$ cat src/rtl/prime_readout.sv
// -----------------------------------------------------------------------------
// prime_readout
//
// Read-back side of the prime-entry path. One of the two stored primes is
// selected, converted to BCD by a sequential double-dabble engine (one input
// bit per clock), and shown in decimal on four active-low 7-segment digits.
// The selection moves on a debounced-by-edge push button press, or
// automatically every DWELL clocks when auto_en is high.
//
// Parameters
//   WIDTH        bit width of each stored prime (10 -> max 1023 -> 4 digits)
//   DWELL        clocks per entry when auto-alternating
//   SYNC_STAGES  flops in the next_n synchronizer (>= 2)
//
// Ports
//   clk           in   system clock
//   reset_n       in   asynchronous, active-low reset
//   prime0        in   stored first prime
//   prime1        in   stored second prime
//   prime0_valid  in   prime0 has been captured
//   prime1_valid  in   prime1 has been captured
//   next_n        in   raw push button, active-low, asynchronous
//   auto_en       in   1 = alternate entries every DWELL clocks
//   hex0..hex3    out  digits units..thousands, segments gfedcba, active-low
//   show_idx      out  index of the entry currently displayed
//   busy          out  conversion in progress
//   dbg_state     out  current FSM state (state_t encoding)
//
// Output contract: hex0..hex3 and show_idx are registered and change only on
// the clock edge that ends a conversion; that same edge drops busy. Every
// high-to-low transition of busy therefore marks exactly one fresh, complete
// display result, and the display is stable whenever busy is high.
// -----------------------------------------------------------------------------
module prime_readout #(
    parameter int WIDTH       = 10,
    parameter int DWELL       = 50_000_000,
    parameter int SYNC_STAGES = 2
) (
    input  logic             clk,
    input  logic             reset_n,
    input  logic [WIDTH-1:0] prime0,
    input  logic [WIDTH-1:0] prime1,
    input  logic             prime0_valid,
    input  logic             prime1_valid,
    input  logic             next_n,
    input  logic             auto_en,
    output logic [6:0]       hex0,
    output logic [6:0]       hex1,
    output logic [6:0]       hex2,
    output logic [6:0]       hex3,
    output logic             show_idx,
    output logic             busy,
    output logic [2:0]       dbg_state
);

    // -------------------------------------------------------------------------
    // Local constants
    // -------------------------------------------------------------------------
    localparam int DW_W  = (DWELL > 1) ? $clog2(DWELL) : 1;
    localparam int CNT_W = $clog2(WIDTH + 1);

    localparam logic [DW_W-1:0]  DWELL_LAST = DW_W'(DWELL - 1);
    localparam logic [CNT_W-1:0] CNT_LAST   = CNT_W'(WIDTH - 1);
    localparam logic [6:0]       SEG_BLANK  = 7'h7F;

    typedef enum logic [2:0] {
        ST_IDLE = 3'd0,
        ST_LOAD = 3'd1,
        ST_CONV = 3'd2,
        ST_DONE = 3'd3,
        ST_SHOW = 3'd4
    } state_t;

    // -------------------------------------------------------------------------
    // Segment encoder (gfedcba, active-low)
    // -------------------------------------------------------------------------
    function automatic logic [6:0] f_seg(input logic [3:0] d);
        logic [6:0] s;
        case (d)
            4'd0:    s = 7'b1000000;
            4'd1:    s = 7'b1111001;
            4'd2:    s = 7'b0100100;
            4'd3:    s = 7'b0110000;
            4'd4:    s = 7'b0011001;
            4'd5:    s = 7'b0010010;
            4'd6:    s = 7'b0000010;
            4'd7:    s = 7'b1111000;
            4'd8:    s = 7'b0000000;
            4'd9:    s = 7'b0010000;
            default: s = SEG_BLANK;
        endcase
        return s;
    endfunction

    // -------------------------------------------------------------------------
    // Button synchronizer and falling-edge detector
    // -------------------------------------------------------------------------
    // All flops reset high (button released) so reset release never looks
    // like a press. The edge detector yields one pulse per press no matter
    // how long the button is held.
    logic [SYNC_STAGES-1:0] r_sync;
    logic                   r_sync_prev;
    logic                   w_next_pulse;

    always_ff @(posedge clk or negedge reset_n) begin
        if (!reset_n) begin
            r_sync      <= '1;
            r_sync_prev <= 1'b1;
        end else begin
            r_sync      <= {r_sync[SYNC_STAGES-2:0], next_n};
            r_sync_prev <= r_sync[SYNC_STAGES-1];
        end
    end

    assign w_next_pulse = r_sync_prev & ~r_sync[SYNC_STAGES-1];

    // -------------------------------------------------------------------------
    // Entry selection and dwell timer
    // -------------------------------------------------------------------------
    logic            r_idx;
    logic [DW_W-1:0] r_dwell;
    logic            w_cur_valid;
    logic            w_oth_valid;
    logic            w_dwell_hit;
    logic            w_force_move;
    logic            w_toggle;

    assign w_cur_valid  = r_idx ? prime1_valid : prime0_valid;
    assign w_oth_valid  = r_idx ? prime0_valid : prime1_valid;
    assign w_dwell_hit  = auto_en && (r_dwell == DWELL_LAST);
    // Never sit on an invalid entry while the other one holds a value.
    assign w_force_move = !w_cur_valid && w_oth_valid;
    assign w_toggle     = w_force_move ||
                          ((w_next_pulse || w_dwell_hit) && w_oth_valid);

    always_ff @(posedge clk or negedge reset_n) begin
        if (!reset_n) begin
            r_idx   <= 1'b0;
            r_dwell <= '0;
        end else begin
            r_idx <= r_idx ^ w_toggle;
            // Restart the dwell period on any manual or automatic change so a
            // press always buys a full DWELL on the newly chosen entry.
            if (!auto_en || w_toggle || w_next_pulse || w_dwell_hit) begin
                r_dwell <= '0;
            end else begin
                r_dwell <= r_dwell + DW_W'(1);
            end
        end
    end

    // -------------------------------------------------------------------------
    // Trigger: selected entry differs from what the last conversion captured
    // -------------------------------------------------------------------------
    logic [WIDTH-1:0] w_sel_val;
    logic             w_sel_valid;
    logic [WIDTH-1:0] r_snap_val;
    logic             r_snap_valid;
    logic             r_snap_idx;
    logic             w_trig;

    assign w_sel_val   = r_idx ? prime1 : prime0;
    assign w_sel_valid = w_cur_valid;
    assign w_trig      = (w_sel_val != r_snap_val) ||
                         (w_sel_valid != r_snap_valid) ||
                         (r_idx != r_snap_idx);

    // -------------------------------------------------------------------------
    // Double-dabble datapath
    // -------------------------------------------------------------------------
    logic [WIDTH-1:0] r_shift;
    logic [15:0]      r_bcd;
    logic [CNT_W-1:0] r_bitcnt;
    logic [14:0]      w_bcd_adj;
    logic [15:0]      w_bcd_next;

    // Add 3 to every nibble >= 5 before the shift. The top nibble only needs
    // its low three bits kept, since its MSB is shifted out.
    always_comb begin
        w_bcd_adj = '0;
        for (int i = 0; i < 3; i++) begin
            if (r_bcd[4*i +: 4] >= 4'd5) begin
                w_bcd_adj[4*i +: 4] = r_bcd[4*i +: 4] + 4'd3;
            end else begin
                w_bcd_adj[4*i +: 4] = r_bcd[4*i +: 4];
            end
        end
        if (r_bcd[15:12] >= 4'd5) begin
            w_bcd_adj[14:12] = r_bcd[14:12] + 3'd3;
        end else begin
            w_bcd_adj[14:12] = r_bcd[14:12];
        end
    end

    assign w_bcd_next = {w_bcd_adj, r_shift[WIDTH-1]};

    // -------------------------------------------------------------------------
    // Display image of the final conversion step, with leading-zero blanking
    // -------------------------------------------------------------------------
    logic [3:0] w_d0, w_d1, w_d2, w_d3;
    logic       w_lz3, w_lz2, w_lz1;
    logic [6:0] w_hex0, w_hex1, w_hex2, w_hex3;

    assign w_d0 = w_bcd_next[3:0];
    assign w_d1 = w_bcd_next[7:4];
    assign w_d2 = w_bcd_next[11:8];
    assign w_d3 = w_bcd_next[15:12];

    // A digit is a leading zero when it and every higher digit are zero.
    assign w_lz3 = (w_d3 == 4'd0);
    assign w_lz2 = w_lz3 && (w_d2 == 4'd0);
    assign w_lz1 = w_lz2 && (w_d1 == 4'd0);

    always_comb begin
        w_hex0 = SEG_BLANK;
        w_hex1 = SEG_BLANK;
        w_hex2 = SEG_BLANK;
        w_hex3 = SEG_BLANK;
        if (r_snap_valid) begin
            w_hex0 = f_seg(w_d0);
            if (!w_lz1) w_hex1 = f_seg(w_d1);
            if (!w_lz2) w_hex2 = f_seg(w_d2);
            if (!w_lz3) w_hex3 = f_seg(w_d3);
        end
    end

    // -------------------------------------------------------------------------
    // Control FSM
    // -------------------------------------------------------------------------
    // The result is written to the display on the last CONV edge, so the
    // DONE cycle already shows it with busy low. A change seen during a
    // conversion is remembered in r_pending and serviced after DONE rather
    // than aborting the conversion in flight.
    state_t     r_state;
    logic       r_pending;
    logic       r_busy;
    logic       r_show_idx;
    logic [6:0] r_hex0, r_hex1, r_hex2, r_hex3;

    always_ff @(posedge clk or negedge reset_n) begin
        if (!reset_n) begin
            r_state      <= ST_IDLE;
            r_pending    <= 1'b0;
            r_busy       <= 1'b0;
            r_show_idx   <= 1'b0;
            r_snap_val   <= '0;
            r_snap_valid <= 1'b0;
            r_snap_idx   <= 1'b0;
            r_shift      <= '0;
            r_bcd        <= '0;
            r_bitcnt     <= '0;
            r_hex0       <= SEG_BLANK;
            r_hex1       <= SEG_BLANK;
            r_hex2       <= SEG_BLANK;
            r_hex3       <= SEG_BLANK;
        end else begin
            case (r_state)
                ST_IDLE, ST_SHOW: begin
                    if (w_trig) begin
                        r_state <= ST_LOAD;
                        r_busy  <= 1'b1;
                    end
                end

                ST_LOAD: begin
                    r_snap_val   <= w_sel_val;
                    r_snap_valid <= w_sel_valid;
                    r_snap_idx   <= r_idx;
                    r_shift      <= w_sel_val;
                    r_bcd        <= '0;
                    r_bitcnt     <= '0;
                    r_pending    <= 1'b0;
                    r_state      <= ST_CONV;
                end

                ST_CONV: begin
                    r_shift  <= {r_shift[WIDTH-2:0], 1'b0};
                    r_bcd    <= w_bcd_next;
                    r_bitcnt <= r_bitcnt + CNT_W'(1);
                    if (w_trig) begin
                        r_pending <= 1'b1;
                    end
                    if (r_bitcnt == CNT_LAST) begin
                        r_hex0     <= w_hex0;
                        r_hex1     <= w_hex1;
                        r_hex2     <= w_hex2;
                        r_hex3     <= w_hex3;
                        r_show_idx <= r_snap_idx;
                        r_busy     <= 1'b0;
                        r_state    <= ST_DONE;
                    end
                end

                ST_DONE: begin
                    r_pending <= 1'b0;
                    if (r_pending || w_trig) begin
                        r_state <= ST_LOAD;
                        r_busy  <= 1'b1;
                    end else begin
                        r_state <= ST_SHOW;
                    end
                end

                default: begin
                    r_state <= ST_IDLE;
                    r_busy  <= 1'b0;
                end
            endcase
        end
    end

    // -------------------------------------------------------------------------
    // Outputs
    // -------------------------------------------------------------------------
    assign hex0      = r_hex0;
    assign hex1      = r_hex1;
    assign hex2      = r_hex2;
    assign hex3      = r_hex3;
    assign show_idx  = r_show_idx;
    assign busy      = r_busy;
    assign dbg_state = r_state;

endmodule

$ cat config.mk
export PLATFORM = sky130hd
export DESIGN_NAME = prime_readout
export DESIGN_NICKNAME = d
export VERILOG_FILES = /design/src/rtl/prime_readout.sv
export SDC_FILE = /design/constraint.sdc
export NUM_CORES = 1
export LEC_CHECK = 0
export ABC_AREA = 0
export CAP_MARGIN = 10
export CORE_MARGIN = 2
export CORE_UTILIZATION = 58
export DETAILED_ROUTE_END_ITERATION = 10
export GPL_ROUTABILITY_DRIVEN = 0
export PLACE_DENSITY = 0.79
export SLEW_MARGIN = 10
export SYNTH_ARGS = -nofsm -noshare
export SYNTH_HDL_FRONTEND = slang
export SYNTH_SLANG_ARGS = --single-unit
$ cat constraint.sdc
create_clock -name clk -period 3.5 [get_ports clk]
set_clock_uncertainty 0.1 [all_clocks]
set_input_delay 0.7 -clock clk [delete_from_list [all_inputs] [get_ports clk]]
set_output_delay 0.7 -clock clk [all_outputs]
set_load 0.01 [all_outputs]
Yosys cells after proc, flatten, opt, wreduce, memory -nomap -nowiden:

Memories as Yosys holds them, arrays and structs flattened.
Cells that the tools add are included.

* bits of input ports: 26
* bits in read-only memories: 448
* memories kept: 4
* bits in latches: 0
* output and inout port bits: 33
* memory bits (writable): 0
* flip-flop bits (word level): 106
* logic and storage cells: 103

Memories
* (name not given): words 16, bits a word 7, read ports 1, clocked after Yosys merged registers in 0, wr ports 0, RTL line 79 `case (d)`
* (name not given): words 16, bits a word 7, read ports 1, clocked after Yosys merged registers in 0, wr ports 0, RTL line 79
* (name not given): words 16, bits a word 7, read ports 1, clocked after Yosys merged registers in 0, wr ports 0, RTL line 79
* (name not given): words 16, bits a word 7, read ports 1, clocked after Yosys merged registers in 0, wr ports 0, RTL line 79

* multiplexer cells: 27
* shifts and indexed selects: 0
* reductions and logical operators: 27
* bitwise logic cells: 4
* $lt $le $gt $ge: 4
* equal/unequal tests: 13
* $add $sub $neg: 6
* $mul: 0
* divide/modulo/power cells: 0

Operators with widths (number)
* 7-bit two-way mux: 7
* 16-bit one-hot mux with 2 select lines: 1
* 26-bit by 1-bit adder with 26-bit output (second input constant): 1
* 26-bit == test (second input constant): 1
* 26-bit two-way mux: 1
* 10-bit one-hot mux with 2 select lines: 1
* 4-bit by 3-bit >= comparator with 1-bit output (second input constant): 4
* 4-bit by 2-bit adder with 4-bit output (second input constant): 3
* 4-bit zero test: 3
* 3-bit two-way mux: 4
* 4-bit two-way mux: 3
* 3-bit one-hot mux with 4 select lines: 1
* 10-bit two-way mux: 1
* 10-bit != test: 1
* 1-bit logical OR: 8
* 2-bit != test (second input constant): 4
* 4-bit one-hot mux with 2 select lines: 1
* 3-bit by 2-bit == test with 1-bit output (second input constant): 2
* 2-bit AND reduction: 3
* 1-bit logical AND: 5
* 1-bit two-way mux: 5
* 4-bit by 1-bit adder with 4-bit output (second input constant): 1
* 4-bit == test (second input constant): 1
* 1-bit one-hot mux with 4 select lines: 1
* 13 further kinds: 18

Longest topological paths before layout:

Gate-level depths: netlist of the first run.

* depth in word-level cells: 9
* gate-level depth with buffers: 11
* depth with buffers taken out: 11

Least setup slack after synthesis of the first run:

Ideal clock, no wire load.

* kind: reg2reg
* from: register r_bcd[8]
* to: register r_hex1[5], in the netlist hex1[5]
* setup slack: 960 ps
* library setup time: 98 ps
* clock period less this slack: 2540 ps
* arrival time: 2341 ps
* cell stages (with the launch flop): 12
* data required time: 3302 ps
* buffers on the path: 0
* path through: dfrtp_1 inv_1 ha_1 nand2b_1 a21oi_1 xnor2_1 inv_1 ha_1 and3_1 and4_1 o311ai_2 a31oi_1

* cells in the longest elaborated chain, start to end: 7
* elaborated cells between the ends (all ways): 9
* those cells by class: add/sub (1); order compare (1); mux (3); reduce/logical (4)

RTL lines
* start, declared: RTL line 172 `logic [15:0] r_bcd;`
* start signal, assigned: RTL line 278 `r_bcd <= w_bcd_next;`
* 4-bit by 2-bit adder with 4-bit output / 4-bit by 3-bit >= comparator with 1-bit output (equally long branches): RTL line 183, 182
* 4-bit two-way mux (*): RTL line 182 `if (r_bcd[4*i +: 4] >= 4'd5) begin`
* 4-bit zero test (on tied branches): RTL line 210, 211
* 1-bit logical AND (*): RTL line 211 `assign w_lz2 = w_lz3 && (w_d2 == 4'd0);`
* 1-bit logical AND (*): RTL line 212 `assign w_lz1 = w_lz2 && (w_d1 == 4'd0);`
* 7-bit two-way mux (*): RTL line 221 `if (!w_lz1) w_hex1 = f_seg(w_d1);`
* 7-bit two-way mux (*): RTL line 219 `if (r_snap_valid) begin`
* end signal, assigned: RTL line 285 `r_hex1 <= w_hex1;`
* end, declared: RTL line 238 `logic [6:0] r_hex0, r_hex1, r_hex2, r_hex3;`

Mark *: on every way between the ends. The rest lies on a longest branch, timed or not.
A chain may end at the register's enable or synchronous reset.

Final worst setup path of the first run:

* from: register r_bcd[9]
* to: register r_hex1[6], in the netlist hex1[6]

The elaborated chain is that of the path after synthesis.

==> summary.md, run 1 <==
The run gives 4292 as the number of global-route vias before repair. The run gives 0 as the initial antenna violation count. The area fraction of the dominant cell type after synthesis was 0.314. The run gives 0 as the final hold violation count. Counting both buffers and inverters, the worst setup path holds a total of 2. The async set-reset flop share out of synthesis was 1.00. The analysis attributes to cell leakage a power of 2.91 nW. The type of the worst setup path is flip-flop to flip-flop. For this design, the slowest cell found on the critical path is sky130_fd_sc_hd__o311ai_2. After layout, the design draws a total of 5.27 mW. The residual overflow from global routing was 0. After synthesis, the mean cell area works out to 10.6 µm². Primary flip-flop cell chosen by synthesis mapping: sky130_fd_sc_hd__dfrtp_1. The main combinational cell family by area after synthesis was simple AND/OR/NAND/NOR gates. The total area inside the core boundary comes to 0.0101 mm². The library cells used most frequently in the layout, excluding fill and tap cells, are sky130_fd_sc_hd__dfrtp_1 (75), sky130_fd_sc_hd__clkdlybuf4s50_1 (57), sky130_fd_sc_hd__nor2_1 (50). The logs give 0.53 ns for the register-to-register setup slack and 8.21 mm for the detailed placer's ending HPWL.

The run gives 0.418 as the worst slew margin relative to its limit. The tools report the number of buffers added by the clock tree synthesis step as 9. The initial standard-cell utilization of the core is 0.589. Power density of the placed cells: 776 mW/mm². The worst-case IR drop observed on VDD is 384 µV.

Summed over all instances, the cell type with the most area after synthesis is sky130_fd_sc_hd__dfrtp_1. The basic-gate share of the synthesized area counting and, or, nand and nor cells was 0.187; the path depth of the worst reg2reg path was 11. The tools report the max-slew violation total from the final report as 0.

The synthesized net count is 622. The worst hold path passes through 0 cells. Compared with the post-synthesis result, the final layout area differs by 13.7%. The adder-cell share of the synthesized area works out to 0.0649. Input and output buffers added on the ports amount to 58. Hold repair after CTS inserted 0 buffers. For the first-iteration detailed-routing DRC count, the log shows 153. Using the TritonRoute via totals, the vias-per-cell ratio works out to 5.67.

The flow ran to the end, and the final reports show no timing, DRC or antenna violations. Fraction of synthesized cell area in xor and xnor cells: 0.0587. Traced cell by cell, the critical path runs through inv_1 -> ha_1 -> nand2b_1 -> a21oi_1 -> xnor2_1 -> inv_1 -> ha_1 -> and3_1 -> and4_1 -> o311ai_2 -> a31oi_1.

After routing, the total negative slack on setup checks comes to 0 ns. The routed layout has 4291 vias. The count of fill cells added during filler insertion was 768; the die footprint was 0.0111 mm².

The kind of cell adding the most delay to the critical path was compound AO/OA/AOI/OAI gates. The number of H-tree levels is 3, and the routed wirelength normalized by instance count is 15.1 µm. Once routing completed, OpenROAD measured the worst setup slack at 0.534 ns. The number of standard-cell rows in the floorplan is 37. The die is 105 µm tall. The post-synthesis instance area was 0.00597 mm².

In this run the clock root is driven by a sky130_fd_sc_hd__clkbuf_8. STA classifies the critical path startpoint as a flip-flop. Clock latency on the worst-skew pair: 0.37 ns. In the final layout, the multi-input gates occupy 0.00304 mm². The Yosys step of the flow raised 0 warnings.

TritonCTS built the clock tree. After clock tree synthesis, the clock-pin slew on the worst setup and hold paths is 0.10 ns. After detailed placement, the design holds a cell count of 742. The tools report the final cell count without fillers as 757. For the pin with the worst max-slew slack, the measured transition is 0.873 ns. Synthesis produced a netlist whose cell count is 565.

The number of flip-flops and latches in the synthesized netlist was 106. For the number of gates resized after CTS, the log shows 0. For the worst setup path, the data required time is 3.68 ns. In this run, synthesis inferred 0 flip-flops with an integrated enable. The antenna violation net count after detailed routing was 0; the routed wire length was 11.4 mm.

The DRC violations left is 0. The worst path needs 2.97 ns of the cycle, external delays included. For the count of buffers added by post-CTS timing repair for setup, the log shows 0. Data arrives at the worst endpoint at 3.14 ns.

The worst setup path is captured at a flip-flop. For this design the top-level I/O count stands at 59. In this run the most critical hold path is launched from r_sync[0]$_DFF_PN1_. For the total routing resource utilization after global routing, the log shows 0.216.

The proportion of synthesized area in mux cells was 0.0494; the largest buffer count on any clock path was 2. The run gives 0.00269 mm² as the storage element area. The number of max-cap violations is 0. The first global-routing pass estimated 19.6 mm of wire. The tools report the count of cell types in the netlist as 67. The largest fanout of any net on the critical path is 7. The library cell used most frequently in the layout, excluding fill and tap cells, is sky130_fd_sc_hd__dfrtp_1.

In this run the horizontal extent of the chip is 105 µm. Achievable frequency: 337 MHz. The fraction of the yosys area taken by sequential cells was 0.451; the final setup violation count was 0. The largest single stage delay on the critical path is 0.44 ns.

The count of nets after finishing is 674. The endpoint identified for the worst register-to-register timing path is hex1[6]$_DFFE_PN1P_. Ranked by total cell area, the synthesized netlist is headed by sky130_fd_sc_hd__dfrtp_1 (31%), sky130_fd_sc_hd__dfstp_2 (14%), sky130_fd_sc_hd__ha_1 (6.5%).

The layout cell share with drive strength beyond 1 was 0.155. Setup repair after global routing left no endpoint under its margin. The tools report the reg-to-reg critical path startpoint as r_bcd[9]$_DFFE_PN0N_. Entering global routing, the biggest net connects 69 pins. The path class of the tightest hold or removal check is flip-flop to flip-flop. The fraction of the mapped netlist area in compound gates was 0.149; the final worst-path cycle share was 0.848.

Before CTS, the worst setup slack after placement is 0.577 ns. The clock sink total was 106. The number of detailed-route iterations in the first pass came out at 4. For hold timing, the worst endpoint is r_sync[1]$_DFF_PN1_.

Count of antenna diodes in the layout: 0.
[how the worst max path moves through the flow]
stage,from,endpoint,slack (ns),depth (start not counted)
after global placement,r_bcd[9]$_DFFE_PN0N_,hex1[6]$_DFFE_PN1P_,0.68,11
after floorplan,r_bcd[8]$_DFFE_PN0N_,hex1[5]$_DFFE_PN1P_,0.96,11
final,r_bcd[9]$_DFFE_PN0N_,hex1[6]$_DFFE_PN1P_,0.53,11
after global routing,r_bcd[9]$_DFFE_PN0N_,hex1[6]$_DFFE_PN1P_,0.32,11
after CTS,r_bcd[9]$_DFFE_PN0N_,hex1[6]$_DFFE_PN1P_,0.58,11
after detailed placement,r_bcd[9]$_DFFE_PN0N_,hex1[6]$_DFFE_PN1P_,0.58,11
[flip-flops by register name, indices dropped and copies added (netlist names)]
register	flops
r_shift	10
dbg_state	3
r_sync	2
busy	1
r_bitcnt	4
hex1	7
r_snap_valid	1
r_snap_idx	1
r_bcd	16
r_snap_val	10
hex3	7
r_idx	1
hex0	7
show_idx	1
hex2	7
r_dwell	26
r_pending	1
r_sync_prev	1
[metrics by stage]
stage	utilization	instance area (µm²)	hold slack, ns
2_1_floorplan	-	5970	0.245
5_1_grt	0.670	6790	0.268
3_5_place_dp	0.651	6610	0.247
6_report	0.670	6790	0.259
4_1_cts	0.670	6790	0.260
3_3_place_gp	0.651	6610	0.245
[per-layer routing]
metal	up-vias	routed length, µm	track usage
li1	2094	-	-
met1	2109	5140	0.270
met2	76	5810	0.384
met3	12	358	0.0346
met4	0	133	0.0648
met5	-	0	0
[Yosys cell counts, drive strengths merged (9+ instances only)]
cell / n
xor2: 18
inv: 21
mux2i: 19
a21oi: 27
xnor2: 22
mux2: 9
o22a: 16
dfrtp: 75
o22ai: 9
nand2: 42
dfstp: 31
nand3: 15
ha: 31
buf: 17
nand2b: 13
o21ai: 22
nor2: 71
a21o: 13
a221o: 9
[report_power, final]
group	switching (mW)	internal, mW	leakage (nW)
sequential	0.302	1.72	1.32
clock	0.408	0.329	0.0856
combinational	1.31	1.20	1.51
[worst register-to-register path, delay by kind of cell, from the launching register on]
kind / cells / cell delay, ns
AND/OR/NAND/NOR: 3 / 0.52
adder cells (fa/ha/maj): 2 / 0.47
buffers and inverters: 2 / 0.33
XOR/XNOR: 1 / 0.21
flip-flops: 1 / 0.41
AO/OA/AOI/OAI: 3 / 0.84
[area by class of cell]
cell class,count,area share
Clock buffer,11,0.0193
Clock inverter,4,0.00792
Inverter,21,0.0116
Multi-Input combinational cell,416,0.447
Sequential cell,106,0.396
Tap cell,136,0.0251
Timing Repair Buffer,63,0.0925
[kinds of logic (layout without fill, tap and decap cells)]
logic type	count (synthesis)	in the layout
buffers and inverters	43	99
AOI/OAI and AO/OA	125	125
muxes	28	28
xor gates and xnor gates	40	40
DFF	106	106
and+or+nand+nor	192	192
adders and majority gates	31	31
Power figures use the tool's default switching activity.
==> inputs of run 2 (changes only) <==
- CORE_UTILIZATION: 58 -> 52
- PLACE_DENSITY: 0.79 -> 0.75
- clock period: 3.5 -> 2.7 ns (I/O delays scaled with it)
==> run 2 against run 1 <==
Cell area up 3.5%. Sequential share of layout area decreased by 1.3 points. Register-to-register slack worse by 0.40 ns. Non-clock buffer count rose by 12. Cell count rose by 2.6%. Worst hold slack worse by 0.18 ns. Die area rose by 11%. Global-route usage shrank 1.3 points. Count of clock-buffer cells in the layout is 2 lower.
==> summary.md, run 2 (same netlist as run 1, synthesis figures left out) <==
STA classifies the critical path endpoint as a flip-flop. The static leakage was 3.05 nW. The area added between synthesis and finish works out to 17.7%. Worst hold-check path type: primary input to asynchronous set/reset pin.

Walking the worst path, the cells encountered are inv_1 -> ha_2 -> nand2b_1 -> a21oi_2 -> xnor2_2 -> inv_1 -> ha_1 -> and3_1 -> and4_4 -> o311ai_4 -> a31oi_1. TritonCTS built the clock tree. For this design, the slowest cell found on the critical path is sky130_fd_sc_hd__dfrtp_2. Across the whole layout, storage elements account for 0.00269 mm². CTS placed an instance of sky130_fd_sc_hd__clkbuf_16 at the clock tree root. The number of antenna diodes in the final layout is 0. At the worst endpoint, the required time is 2.86 ns.

In this run, the number of DRC markers left after iteration 0 of detailed routing was 241. The run gives 0.0124 mm² as the die footprint. Leaving out fill and tap cells, the most frequent cell in the layout is sky130_fd_sc_hd__dfrtp_1. The final-layout worst hold slack is 0.0800 ns, and the largest fanout of any net on the critical path is 6.

The clock transition time at the flip-flop clock pins of the worst setup and hold paths was 0.07 ns; the number of standard-cell rows in the floorplan was 39. Setup violations remaining at the end of the flow were counted as 0. The number of global-route vias before repair was 4499. The number of flip-flops in the largest register is 26, and the largest buffer count on any clock path is 2. The die is 111 µm wide. 59 I/O pins were placed. The kind of cell adding the most delay to the critical path was compound AO/OA/AOI/OAI gates. The detailed placer's ending HPWL is 8.62 mm, and the setup TNS is 0 ns. The via density per instance works out to 5.62. Type of the worst setup path: flip-flop to flip-flop. During placement, the flow inserted port buffers numbering 58. The total vias in the final route was 4369; the number of max-cap violations was 0. The run gives 0 as the final hold violation count. The tools report the antenna violation net count after detailed routing as 0. Leaving out fill and tap cells, the most frequent cells in the layout are sky130_fd_sc_hd__dfrtp_1 (74), sky130_fd_sc_hd__clkdlybuf4s50_1 (57), sky130_fd_sc_hd__nor2_1 (50). For this run, the slowest stage of the critical path takes 0.44 ns. The pre-antenna-repair detailed-routing pass consisted of 4 iterations. After clock tree synthesis, the flow added hold-fix buffers numbering 0.

The instance area at placement was 0.00672 mm²; the multi-input logic area was 0.00308 mm². For the total routing resource utilization after global routing, the log shows 0.203. Counting flops per register, the top entry is r_dwell. The initial antenna violation count was 0. The layout cell share with drive strength beyond 1 works out to 0.189.

The cell seen most often among critical-path stages was sky130_fd_sc_hd__inv_1. The number of buffer and inverter instances along the worst setup path was 2; the floorplan core area was 0.0113 mm². The largest registers in the layout are r_dwell x26, r_bcd x16.

STA classifies the critical path startpoint as a flip-flop. The number of setup buffers added after CTS is 0. The utilization of the core after routing was 0.621; the count of fill cells added during filler insertion was 948.

The run gives 0 as the residual overflow from global routing. Power spread over the standard cell area amounts to 1040 mW/mm². The later pin in the worst-skew pair is clocked with a latency of 0.35 ns. After detailed routing, the number of remaining DRC violations is 0. Entering global routing, the biggest net connects 62 pins. The slew at the pin closest to its max-slew limit is 0.722 ns. The final layout contains 686 nets. The final worst-path cycle share was 0.952. The first-pass GRT wire length came out at 20.8 mm. Counting the buffers created by CTS gives 9.

The initial standard-cell utilization of the core was 0.528; the critical path arrival was 2.73 ns. Routed wirelength normalized by instance count: 15.4 µm. The run finished with clean final reports. The routed wire length was 12.0 mm; the cell area after layout was 0.00703 mm².

The run gives 0 as the max-slew violation total from the final report. The clock sink total was 106. Setup repair after global routing left no endpoint under its margin.

The post-layout total power was 7.30 mW; the time the worst path needs with I/O delays and setup was 2.57 ns. The run gives 3 as the number of H-tree levels. The achievable frequency is 389 MHz, and the height of the chip is 111 µm. Peak supply drop: 618 µV. For the worst slew margin relative to its limit, the log shows 0.519.
## run 2: cell types whose count changed in the layout (fill, tap and decap cells not counted), sizes merged
cell | previous run | this run
buf | 6 | 18
clkinv | 1 | 7
clkbuf | 11 | 9
clkinvlp | 2 | 0
bufinv | 1 | 0
## run 2: layout make-up
cell class,instances,area share
flip-flops and latches,106,0.383
clock buffers,9,0.0320
repair buffers,75,0.104
clock inverters,7,0.00659
inverters,21,0.0112
well taps,143,0.0255
multi-input cells,416,0.438
## run 2: worst reg2reg max path: stages, from the launching register on
cell and delay [ns]:
sky130_fd_sc_hd__dfrtp_2 0.44, sky130_fd_sc_hd__inv_1 0.09, sky130_fd_sc_hd__ha_2 0.21, sky130_fd_sc_hd__nand2b_1 0.09, sky130_fd_sc_hd__a21oi_2 0.21, sky130_fd_sc_hd__xnor2_2 0.16, sky130_fd_sc_hd__inv_1 0.08, sky130_fd_sc_hd__ha_1 0.19
sky130_fd_sc_hd__and3_1 0.19, sky130_fd_sc_hd__and4_4 0.22, sky130_fd_sc_hd__o311ai_4 0.34, sky130_fd_sc_hd__a31oi_1 0.15
## run 2: what timing repair did
item | CTS | global route
pin swaps | 1 | 3
setup endpoints to repair | 6 | 10
gates resized for setup | 2 | 8
## run 2: final timing paths
| path | end | cells past startpoint | slack (ns) | startpoint |
|---|---|---|---|---|
| worst max-delay path | hex1[6]$_DFFE_PN1P_ | 11 | 0.13 | r_bcd[8]$_DFFE_PN0N_ |
| worst min-delay path | hex2[0]$_DFFE_PN1P_ | 1 | 0.08 | reset_n |
| worst max register to register | hex1[6]$_DFFE_PN1P_ | 11 | 0.13 | r_bcd[8]$_DFFE_PN0N_ |
| worst min register to register | r_sync[1]$_DFF_PN1_ | 0 | 0.26 | r_sync[0]$_DFF_PN1_ |
| max in group asynchronous | r_sync[0]$_DFF_PN1_ | 2 | 1.88 | reset_n |
| min in group clk | r_sync[1]$_DFF_PN1_ | 0 | 0.26 | r_sync[0]$_DFF_PN1_ |
## run 2: power by group
part | internal [mW] | switching [mW] | leakage, nW
combinational | 1.71 | 1.74 | 1.60
clock | 0.624 | 0.593 | 0.139
sequential | 2.23 | 0.398 | 1.31
total | 4.57 | 2.73 | 3.05
## run 2: through the flow
stage               setup WS [ns]  cells
floorplan                   0.160    565
global placement           0.0737    761
detailed placement        -0.0768    761
CTS                      0.000400    777
global route              0.00107    777
finish                      0.130    777
## run 2: per-layer routing
layer  global-route usage  up-vias  routed length (µm)
met2                0.364       87                6130
met3               0.0355       11                 456
li1                     -     2127                   -
met5                    0        -                   0
met4               0.0543        0                 172
met1                0.251     2144                5230
==> inputs of run 3 (changes only) <==
- RECOVER_POWER: not set -> 25
==> run 3 against run 2 <==
The run now ends with max-capacitance violations, max-slew violations left. Sequential share of layout area is 0.10 points higher. Power hardly changed. Routed wire length is 0.32% higher. Core utilization is 0.17 points lower. Sequential power hardly changed. Sequential cell count stayed put. Critical endpoint unchanged. Largest power group unchanged.
==> summary.md, run 3 (same netlist as run 1, synthesis figures left out) <==
Number of I/O pins: 59. Max-slew violation total from the final report: 62. At the worst endpoint, the arrival time is 2.73 ns. The reg-to-reg critical path startpoint was r_bcd[8]$_DFFE_PN0N_. The total routing resource utilization after global routing was 0.203; the count of antenna diodes in the layout was 0. The largest registers in the layout are r_dwell x26, r_bcd x16.

The register-to-register setup slack is 0.13 ns, and the final setup violation count is 0. After clock tree synthesis, the clock-pin slew on the worst setup and hold paths is 0.07 ns. The antenna violation net count after detailed routing is 0, and the initial standard-cell utilization of the core is 0.528. The final worst-path cycle share is 0.953, and the first-iteration detailed-routing DRC count is 242. TritonCTS built the clock tree. For the utilization of the core after routing, the log shows 0.619. On the critical path, the stage with the largest delay is an instance of sky130_fd_sc_hd__dfrtp_2. The largest stage delay on the critical path was 0.44 ns.

The die extent in x works out to 111 µm. The number of standard-cell rows in the floorplan was 39. In this run the clock root is driven by a sky130_fd_sc_hd__clkbuf_16.

Traced cell by cell, the critical path runs through inv_1 -> ha_2 -> nand2b_1 -> a21oi_2 -> xnor2_2 -> inv_1 -> ha_1 -> and3_1 -> and4_4 -> o311ai_4 -> a31oi_1. Setup total negative slack on the finished layout was measured at 0 ns. For the worst slew margin relative to its limit, the log shows -0.00646. For this block, the via count after detailed routing is 4379. After the last flow step, the layout net total stands at 686.

The tools report the data required time of the critical path as 2.86 ns. For this run, design rule violations remaining after detail routing come to 0. The register containing the most flip-flops in the final layout is r_dwell. The logs give 0 for the cts-stage hold buffer count and 1 for the number of max-cap violations. The die is 111 µm tall. STA classifies the critical path startpoint as a flip-flop. The die covers 0.0124 mm². The time the worst path needs with I/O delays and setup works out to 2.57 ns. The path depth of the worst reg2reg path is 11, and the pre-CTS setup slack is -0.0768 ns. Layout cell share with drive strength beyond 1: 0.186.

The most common library cell in the layout ignoring fill and taps was sky130_fd_sc_hd__dfrtp_1. The first-pass GRT wire length was 20.8 mm; the slew at the pin closest to its max-slew limit was 1.51 ns. The static leakage is 3.04 nW. The cell seen most often among critical-path stages was sky130_fd_sc_hd__inv_1. Buffers placed on the I/O ports in this run total 58.

The clock reaches the later pin of the worst-skew pair after 0.34 ns. The final reports fail on max-capacitance violations, max-slew violations. In this run the power density over the cells is 1040 mW/mm². Timing would allow up to 389 MHz. The flow ran to the end, but the final reports show violations. Category of the worst setup path capture point: a flip-flop. The number of flip-flops in the largest register works out to 26. The initial antenna violation count is 0, and the count of fill cells added during filler insertion is 949. The tools report the largest buffer count on any clock path as 2.

The area growth from synthesis to layout is 17.4%. Dividing the detail-routed via count by the number of cells gives 5.64. Counting every sink on the clock net gives 106.

The library cells used most frequently in the layout, excluding fill and tap cells, are sky130_fd_sc_hd__dfrtp_1 (74), sky130_fd_sc_hd__clkdlybuf4s50_1 (57), sky130_fd_sc_hd__nor2_1 (50). The post-layout total power is 7.29 mW, and the residual overflow from global routing is 0. Along the worst path, the maximum fanout reaches 6.

The tightest hold path in the finished design has a slack of 0.239 ns. The floorplan step defined a core boundary enclosing 0.0113 mm². The pin count of the biggest net entering global routing is 62, and the routed wire length is 12.0 mm. The worst setup path is of the flip-flop to flip-flop kind. The H-tree was split into 3 levels. In this run, CTS created clock tree buffers numbering 9.

The tightest min-delay check is of the primary input to asynchronous set/reset pin type. The first TritonRoute pass finished after 4 iterations. Dividing the detail-routed wire length by the instance count gives 15.5 µm.

The tools report the capture point of the worst reg-to-reg path as hex1[6]$_DFFE_PN1P_. Setup repair after global routing left no endpoint under its margin. The run gives 619 µV as the peak supply drop. After legalization and detailed placement, the total HPWL measured 8.62 mm. After layout, the worst setup slack is 0.127 ns.

The final hold violation count is 0, and the number of global-route vias before repair is 4499.
[run 3: cell count changes in the layout (fill, tap and decap cells not counted)]
| cell | before | now |
|---|---|---|
| sky130_fd_sc_hd__buf_12 | 2 | 1 |
| sky130_fd_sc_hd__buf_4 | 16 | 15 |
| sky130_fd_sc_hd__clkbuf_1 | 0 | 1 |
| sky130_fd_sc_hd__clkbuf_2 | 0 | 1 |
| sky130_fd_sc_hd__dfstp_1 | 0 | 1 |
| sky130_fd_sc_hd__dfstp_2 | 31 | 30 |
[run 3: report_power, final]
| group | leakage [nW] | total (mW) | internal [mW] | switching [mW] |
|---|---|---|---|---|
| combinational | 1.59 | 3.45 | 1.71 | 1.74 |
| clock | 0.139 | 1.21 | 0.624 | 0.588 |
| sequential | 1.31 | 2.63 | 2.23 | 0.399 |
[run 3: layout make-up]
| cell class | instances | area (µm²) | area share |
|---|---|---|---|
| clock buffer | 9 | 225 | 0.0321 |
| tap | 143 | 179 | 0.0255 |
| sequential | 106 | 2690 | 0.384 |
| multi-input combinational | 416 | 3080 | 0.439 |
| inverter | 21 | 78.8 | 0.0112 |
| clock inverter | 7 | 46.3 | 0.00660 |
| timing repair buffer | 75 | 712 | 0.102 |
[run 3: worst max-delay path: cells and delay by family (launching register included)]
kind                     cells  cell delay [ns]
buffers and inverters        2             0.17
adder cells (fa/ha/maj)      2             0.40
AO/OA/AOI/OAI                3             0.70
XOR/XNOR                     1             0.16
flip-flops                   1             0.44
AND/OR/NAND/NOR              3             0.50
[run 3: per-stage QoR]
step	instances	cell area, µm²
after detailed placement	761	6720
final	777	7010
after floorplan	565	5970
after CTS	777	7000
after global routing	777	7010
after global placement	761	6720
[run 3: how the worst max path moves through the flow]
| stage | start | endpoint | cells past startpoint |
|---|---|---|---|
| 2_1_floorplan | r_bcd[8]$_DFFE_PN0N_ | hex1[5]$_DFFE_PN1P_ | 11 |
| 5_1_grt | r_bcd[8]$_DFFE_PN0N_ | hex1[6]$_DFFE_PN1P_ | 11 |
| 3_5_place_dp | r_bcd[9]$_DFFE_PN0N_ | hex1[6]$_DFFE_PN1P_ | 11 |
| 3_3_place_gp | r_bcd[8]$_DFFE_PN0N_ | hex1[6]$_DFFE_PN1P_ | 11 |
| 6_report | r_bcd[8]$_DFFE_PN0N_ | hex1[6]$_DFFE_PN1P_ | 11 |
| 4_1_cts | r_bcd[9]$_DFFE_PN0N_ | hex1[6]$_DFFE_PN1P_ | 11 |
[run 3: repair_timing]
action | 4_1_cts | 5_1_grt
setup buffers | 0 | 0
pin swaps | 1 | 3
gates resized for setup | 2 | 8
endpoints found under the setup margin | 6 | 10
[run 3: metal layers]
metal  up-vias  GRT usage  wire length, µm
met2        91      0.364             6260
met1      2154      0.251             5190
li1       2128          -                -
met5         -          0                0
met3         6     0.0355              511
met4         0     0.0543               66
